<file path="config.mk">
export PLATFORM = sky130hd
export DESIGN_NAME = tx_frame_unit
export DESIGN_NICKNAME = d
export VERILOG_FILES = /design/src/rtl/tx_frame_unit.sv
export SDC_FILE = /design/constraint.sdc
export NUM_CORES = 1
export LEC_CHECK = 0
export BUFFER_PORTS_ARGS = -buffer_cell sky130_fd_sc_hd__buf_2
export CAP_MARGIN = 15
export CORE_MARGIN = 5
export CORE_UTILIZATION = 55
export DETAILED_ROUTE_END_ITERATION = 7
export PLACE_DENSITY = 0.74
export SETUP_SLACK_MARGIN = 0.15
export SLEW_MARGIN = 20
export SYNTH_ARGS = -nofsm -noshare
export SYNTH_HDL_FRONTEND = slang
export SYNTH_SLANG_ARGS = --single-unit
</file>
<file path="constraint.sdc">
create_clock -name Clock -period 2.3 [get_ports Clock]
set_clock_uncertainty 0.15 [all_clocks]
set_input_delay 0 -clock Clock [delete_from_list [all_inputs] [get_ports Clock]]
set_output_delay 0 -clock Clock [all_outputs]
set_load 0.01 [all_outputs]
</file>
<file path="src/rtl/tx_frame_unit.sv">
// tx_frame_unit: serial frame transmitter with start, data (LSB first), optional parity and one or two stop bits
module tx_frame_unit #(
  parameter int DataLength   = 9,
  parameter int ClocksPerBit = 16
) (
  input  logic                  Clock,
  input  logic                  Reset,
  input  logic [DataLength-1:0] Data,
  input  logic                  Load,
  input  logic                  ParityEnable,
  input  logic                  ParityOdd,
  input  logic                  TwoStop,
  output logic                  Tx,
  output logic                  Busy,
  output logic                  Done
);
  localparam int CW = $clog2(ClocksPerBit);
  localparam int IW = $clog2(DataLength);
  typedef enum logic [2:0] {IDLE, START, DATA, PARITY, STOP} state_t;
  state_t                state;
  logic [CW-1:0]         cnt;
  logic [IW-1:0]         idx;
  logic [DataLength-1:0] data_q;
  logic                  pe_q;
  logic                  odd_q;
  logic                  two_q;
  logic                  bit_end;
  assign bit_end = cnt == CW'(ClocksPerBit - 1);
  // frame sequencer; idx counts data bits in DATA and stop bits in STOP
  always_ff @(posedge Clock or posedge Reset)
    if (Reset) begin
      state  <= IDLE;
      cnt    <= '0;
      idx    <= '0;
      data_q <= '0;
      pe_q   <= 1'b0;
      odd_q  <= 1'b0;
      two_q  <= 1'b0;
      Tx     <= 1'b1;
      Busy   <= 1'b0;
      Done   <= 1'b0;
    end else begin
      Done <= 1'b0;
      cnt  <= (state == IDLE || bit_end) ? '0 : cnt + CW'(1);
      case (state)
        IDLE: if (Load) begin
          data_q <= Data;
          pe_q   <= ParityEnable;
          odd_q  <= ParityOdd;
          two_q  <= TwoStop;
          idx    <= '0;
          state  <= START;
          Busy   <= 1'b1;
          Tx     <= 1'b0;
        end
        START: if (bit_end) begin
          state <= DATA;
          idx   <= '0;
          Tx    <= data_q[0];
        end
        DATA: if (bit_end) begin
          if (idx == IW'(DataLength - 1)) begin
            state <= pe_q ? PARITY : STOP;
            Tx    <= pe_q ? (^data_q ^ odd_q) : 1'b1;
            idx   <= '0;
          end else begin
            idx <= idx + IW'(1);
            Tx  <= data_q[idx + IW'(1)];
          end
        end
        PARITY: if (bit_end) begin
          state <= STOP;
          Tx    <= 1'b1;
        end
        STOP: if (bit_end) begin
          if (idx == IW'(two_q)) begin
            state <= IDLE;
            Busy  <= 1'b0;
            Done  <= 1'b1;
          end else idx <= idx + IW'(1);
        end
        default: state <= IDLE;
      endcase
    end
endmodule

</file>
Yosys cells after proc, flatten, opt, wreduce, memory -nomap -nowiden --
Cells that the tools add are included.
Storage, ports and cells: bits of input ports 15, bits in registers 26, word-level logic and storage cells 73, output and inout bits 3
Cells by class: eq/ne operators 15, bitwise operators 1, reductions and logical operators 11, $lt $le $gt $ge 1, $add $sub $neg 2, multiplexer cells 33
Operators with widths (number):
- $mux 4 | 7
- $mux 3 | 8
- $ne 2x2->1 const B | 8
- $pmux 4 s4 | 1
- $pmux 3 s5 | 1
- $mux 1 | 13
- $reduce_xor 9->1 | 1
- $add 4x1->4 const B | 2
- $eq 4x4->1 const B | 2
- $reduce_bool 4->1 | 2
- $reduce_and 7->1 | 1
- $eq 3x2->1 const B | 2
- $reduce_and 6->1 | 1
- $lt 4x5->1 const B | 1
- $reduce_and 5->1 | 1
- $bmux 1 s4 | 1
- $eq 4x1->1 | 1
- $pmux 1 s4 | 1
- $reduce_and 4->1 | 1
- $eq 3x1->1 const B | 1
- $eq 3x3->1 const B | 1
- $logic_not 3->1 | 1
- $pmux 1 s2 | 1
- $reduce_and 2->1 | 1
- other kinds (3) | 3

Depth between registers and ports, before layout --
word-level depth 6, mapped depth 7, mapped depth without buffers 7

Least setup slack after synthesis --
OpenSTA, ideal clock, no wires.
path kind register to register, start register idx[0], end register Tx, setup time 0.082 ns, data required time 2.068 ns, slack 0.335 ns, buffers on the path 0, data arrival time 1.733 ns, cell stages (with the launch flop) 8, period minus slack after synthesis 1.965 ns, cell sequence dfrtp_1 -> inv_1 -> ha_1 -> mux4_1 -> mux2i_1 -> nand2_1 -> o211ai_1 -> o21ai_1
Between the ends: cells in the longest elaborated chain, start to end 6, elaborated cells between the ends (all ways) 7, those cells by class 1 x add/sub; 1 x eq/ne; 5 x mux
RTL lines:
- start, declared | RTL line 22 | logic [IW-1:0] idx;
- start signal, assigned | RTL line 67 | idx <= idx + IW'(1);
- start signal, assigned | RTL line 80 | end else idx <= idx + IW'(1);
- $add 4x1->4 | RTL line 68 | Tx <= data_q[idx + IW'(1)];
- $bmux 1 s4 | RTL line 68
- $mux 1 (not written as such) | RTL line 68
- $mux 1 * | RTL line 62 | if (idx == IW'(DataLength - 1)) begin
- $mux 1 * | RTL line 61 | DATA: if (bit_end) begin
- $pmux 1 s4 * | RTL line 45 | case (state)
- end signal, assigned | RTL line 59 | Tx <= data_q[0];
- end signal, assigned | RTL line 64 | Tx <= pe_q ? (^data_q ^ odd_q) : 1'b1;
- end signal, assigned | RTL line 68
- end, declared | RTL line 13 | output logic Tx,
Mark *: on every way between the ends. The rest lies on a longest branch, timed or not. The select of a mux whose other input is x is not followed. A chain may end at the register's enable or synchronous reset.

Worst setup path after layout --
start register idx[1], end register Tx
The elaborated chain is that of the path after synthesis.

==> impl_metrics.xml <==
<?xml version="1.0" encoding="UTF-8"?>
<metrics>
  <group name="logic_synthesis">
    <metric name="ys_types" unit="">37</metric>
    <metric name="synth_edf_count" unit="">0</metric>
    <metric name="number_of_storage_elements_in_the_synthesis_netlist" unit="">26</metric>
    <metric name="ys_dominant_reg_cell" unit="">dfrtp_1</metric>
    <metric name="synth.yosys.warnings" unit="">0</metric>
    <metric name="ys_seq_area_share" unit="%">44.2</metric>
    <metric name="synth_fp_nets" unit="">156</metric>
    <metric name="synth_async_sr_flop_share" unit="%">100</metric>
    <metric name="avgSynthCellArea" unit="um2">10.7</metric>
    <metric name="syn_inst" unit="">138</metric>
    <metric name="post_synth_instance_area" unit="mm2">0.00148</metric>
  </group>
  <group name="routing">
    <metric name="route.detailed.drc" unit="">0</metric>
    <metric name="drt_pre_antenna_iters" unit="">4</metric>
    <metric name="top_layer_used" unit="">met4</metric>
    <metric name="detailroute.via_count" unit="">1124</metric>
    <metric name="met1Wirelength" unit="um">1270</metric>
    <metric name="drt_first_iter_violations" unit="">17</metric>
    <metric name="drt-vias-per-instance" unit="">5.59</metric>
    <metric name="ant_nets" unit="">0</metric>
    <metric name="wl_per_cell" unit="um">14.4</metric>
    <metric name="met2RoutedLength" unit="um">1450</metric>
    <metric name="drt_wl_total" unit="um">2900</metric>
    <metric name="route.met3.wl" unit="um">106</metric>
  </group>
  <group name="timing">
    <metric name="setup_viol" unit="">0</metric>
    <metric name="finalSetupTns" unit="ps">0</metric>
    <metric name="timing.max_slew.rel_slack" unit="%">34.7</metric>
    <metric name="worst-slew-pin-transition" unit="ps">978</metric>
    <metric name="slew_violations" unit="">0</metric>
    <metric name="rsz0062_at_grt" unit="">no</metric>
    <metric name="fmax" unit="GHz">0.502</metric>
    <metric name="min_period" unit="ps">1990</metric>
    <metric name="timing.final.hold_violations" unit="">0</metric>
    <metric name="final_worst_path_cycle_share" unit="%">86.6</metric>
  </group>
  <group name="floorplan">
    <metric name="die_y" unit="um">61.8</metric>
    <metric name="die-width" unit="um">61.8</metric>
    <metric name="initial_cell_density_of_the_core" unit="%">58.5</metric>
    <metric name="die_area" unit="mm2">0.00382</metric>
    <metric name="io-pin-count" unit="">18</metric>
    <metric name="core" unit="mm2">0.00252</metric>
    <metric name="core.rowCount" unit="">18</metric>
  </group>
  <group name="grt">
    <metric name="grt_pass1_wl" unit="um">5110</metric>
    <metric name="grt_antenna_before_repair" unit="">0</metric>
    <metric name="first_global_vias" unit="">1161</metric>
    <metric name="grt_usage" unit="%">17.9</metric>
    <metric name="globalRouteOverflowTotal" unit="">0</metric>
    <metric name="grt_start_max_net_pins" unit="">27</metric>
  </group>
  <group name="clock_tree">
    <metric name="cts_made_buffers" unit="">3</metric>
    <metric name="clkLatencyLatePin" unit="ps">320</metric>
    <metric name="clock_tree_from_tritoncts" unit="">done</metric>
    <metric name="tritoncts_num_sinks" unit="">26</metric>
    <metric name="clock_tree.root_cell" unit="">clkbuf_4</metric>
    <metric name="cts-root-to-sink-buffers" unit="">2</metric>
    <metric name="clkSlewWorstSetupHoldPaths" unit="ps">150</metric>
    <metric name="count_of_h_tree_levels_built_during_cts" unit="">1</metric>
  </group>
  <group name="final_layout">
    <metric name="postLayoutCoreUtil" unit="%">70.9</metric>
    <metric name="storage_element_area" unit="um2">652</metric>
    <metric name="area_of_the_multi_input_gates" unit="um2">776</metric>
    <metric name="finish.net_count" unit="">190</metric>
    <metric name="fill_cells" unit="">176</metric>
    <metric name="final_cell_mix" unit="">dfrtp_1 (25), buf_2 (17), dlygate4sd3_1 (14), nor2_1 (13), mux2_2 (11)</metric>
    <metric name="area_growth_syn_to_layout" unit="%">21.1</metric>
    <metric name="drive_gt1_share" unit="%">24.0</metric>
    <metric name="final_common_cell" unit="">dfrtp_1</metric>
    <metric name="insertedDiodeCount" unit="">0</metric>
  </group>
  <group name="setup_path">
    <metric name="timing.critical_path.to" unit="">Tx$_DFFE_PP1P_</metric>
    <metric name="crit_chain" unit="">inv_1 -&gt; ha_4 -&gt; mux4_1 -&gt; mux2i_1 -&gt; nand2_1 -&gt; o211ai_1 -&gt; o21ai_1</metric>
    <metric name="worst_path_class_setup" unit="">reg -&gt; reg</metric>
    <metric name="path_max_fanout" unit="">4</metric>
    <metric name="reg_to_reg_setup_timing_slack" unit="ps">310</metric>
    <metric name="critical-path-slowest-cell" unit="">mux4_1</metric>
    <metric name="r2r-end" unit="">Tx$_DFFE_PP1P_</metric>
    <metric name="worstSetupStartpointType" unit="">register</metric>
    <metric name="worst-endpoint-arrival" unit="ps">2100</metric>
    <metric name="timing.critical_path.from" unit="">idx[1]$_DFFE_PP0P_</metric>
    <metric name="reg2reg_depth" unit="">7</metric>
    <metric name="worst_reg2reg_startpoint" unit="">idx[1]$_DFFE_PP0P_</metric>
    <metric name="worst_setup_path_end_kind" unit="">register</metric>
    <metric name="critPathRequiredTime" unit="ps">2410</metric>
    <metric name="critical-path-max-stage-delay" unit="ps">550</metric>
  </group>
  <group name="job">
    <metric name="max_cap_violations" unit="">0</metric>
  </group>
  <group name="pwr">
    <metric name="p_per_area" unit="mW/mm2">1290</metric>
    <metric name="p_leak" unit="nW">0.794</metric>
    <metric name="ir_worst_vdd" unit="mV">0.917</metric>
  </group>
  <group name="placed_design">
    <metric name="finalWeightedCongestion" unit="">0.839</metric>
    <metric name="place.detailed.hpwl" unit="um">1920</metric>
    <metric name="number_of_port_buffers" unit="">17</metric>
  </group>
  <group name="outcome">
    <metric name="status" unit="">completed</metric>
  </group>
  <group name="hold_path">
    <metric name="worstHoldPathType" unit="">in -&gt; async</metric>
  </group>
</metrics>
synthesized netlist by cell type, drive strengths merged, types with 2 or more instances:
cell,instances,area (um2)
nor3,2,10.0
o21ai,11,55.1
nand2b,2,15.0
or2,2,12.5
xor2,3,26.3
nor2b,3,18.8
a21oi,7,35.0
nand2,6,22.5
nand3,8,40.0
dfrtp,25,626
ha,3,37.5
nand3b,2,15.0
inv,6,22.5
mux4,2,52.6
and3,2,12.5
mux2,12,135
nor3b,2,15.0
buf,5,38.8
o211ai,2,20.0
nor2,13,48.8
mux2i,2,20.0
xnor2,9,78.8
worst min-delay path by stage:
stage                             from               endpoint  cells after the start
after global routing           Data[1]  data_q[1]$_DFFE_PP0P_                      3
after global placement    ParityEnable       pe_q$_DFFE_PP0P_                      3
after detailed placement  ParityEnable       pe_q$_DFFE_PP0P_                      3
after floorplan                  Reset       Busy$_DFFE_PP0P_                      1
after CTS                 ParityEnable       pe_q$_DFFE_PP0P_                      4
final                            Reset       cnt[1]$_DFF_PP0_                      3
metrics by stage:
| stage | power (W) | instance area (um2) | std cells | hold WS [ps] | worst slack, ps |
|---|---|---|---|---|---|
| 2_1_floorplan | 0.00175 | 1480 | 138 | -111 | 335 |
| 3_3_place_gp | 0.00189 | 1580 | 182 | 59.0 | 367 |
| 3_5_place_dp | 0.00194 | 1580 | 182 | 73.3 | 293 |
| 4_1_cts | 0.00227 | 1770 | 200 | 262 | 250 |
| 5_1_grt | 0.00249 | 1790 | 201 | 273 | 181 |
| 6_report | 0.00230 | 1790 | 201 | 283 | 308 |
worst max-delay path, delay by kind of cell (launching register included):
family,cells,cell delay (ps)
flops,1,430
mux,2,690
compound gates,2,200
simple gates,1,70
buf+inv,1,100
fa+ha+maj,1,300
logic make-up after synthesis:
group                    synth area share (%)
flip-flops                               44.2
AO/OA/AOI/OAI                            10.3
multiplexers                             14.1
adder cells (fa/ha/maj)                  2.54
AND/OR/NAND/NOR                          16.1
buffers and inverters                    4.15
XOR/XNOR                                 8.64
layer usage:
| layer | up-vias | global-route usage, % |
|---|---|---|
| met1 | 533 | 22.9 |
| met3 | 8 | 2.48 |
| met5 | - | 0 |
| met4 | 0 | 8.79 |
| met2 | 30 | 29.7 |
| li1 | 553 | - |
flip-flops by register name, indices dropped and copies added, names as in the netlist:
register	flops
data_q	9
two_q	1
Tx	1
state	3
Busy	1
pe_q	1
Done	1
cnt	4
odd_q	1
idx	4
cell type report:
cell class | count | share of cell area [%]
Inverter | 6 | 1.26
Multi-Input combinational cell | 101 | 43.4
Tap cell | 30 | 2.10
Clock buffer | 3 | 1.26
Sequential cell | 26 | 36.5
Clock inverter | 1 | 1.68
Timing Repair Buffer | 34 | 13.9
power by group:
part | total (W) | internal (W) | leakage, nW | switching, W
Sequential | 0.000858 | 0.000650 | 0.314 | 0.000208
Combinational | 0.00113 | 0.000642 | 0.452 | 0.000486
Clock | 0.000316 | 0.000176 | 0.0279 | 0.000140
Total | 0.00230 | 0.00147 | 0.794 | 0.000834
repair_timing:
item                                   4_1_cts  5_1_grt
buffers inserted                             0        1
hold buffers                                14        0
setup endpoints to repair                    0        1
endpoints found under the hold margin       39        0
resized for setup                            0        1
Power figures use the tool's default switching activity.
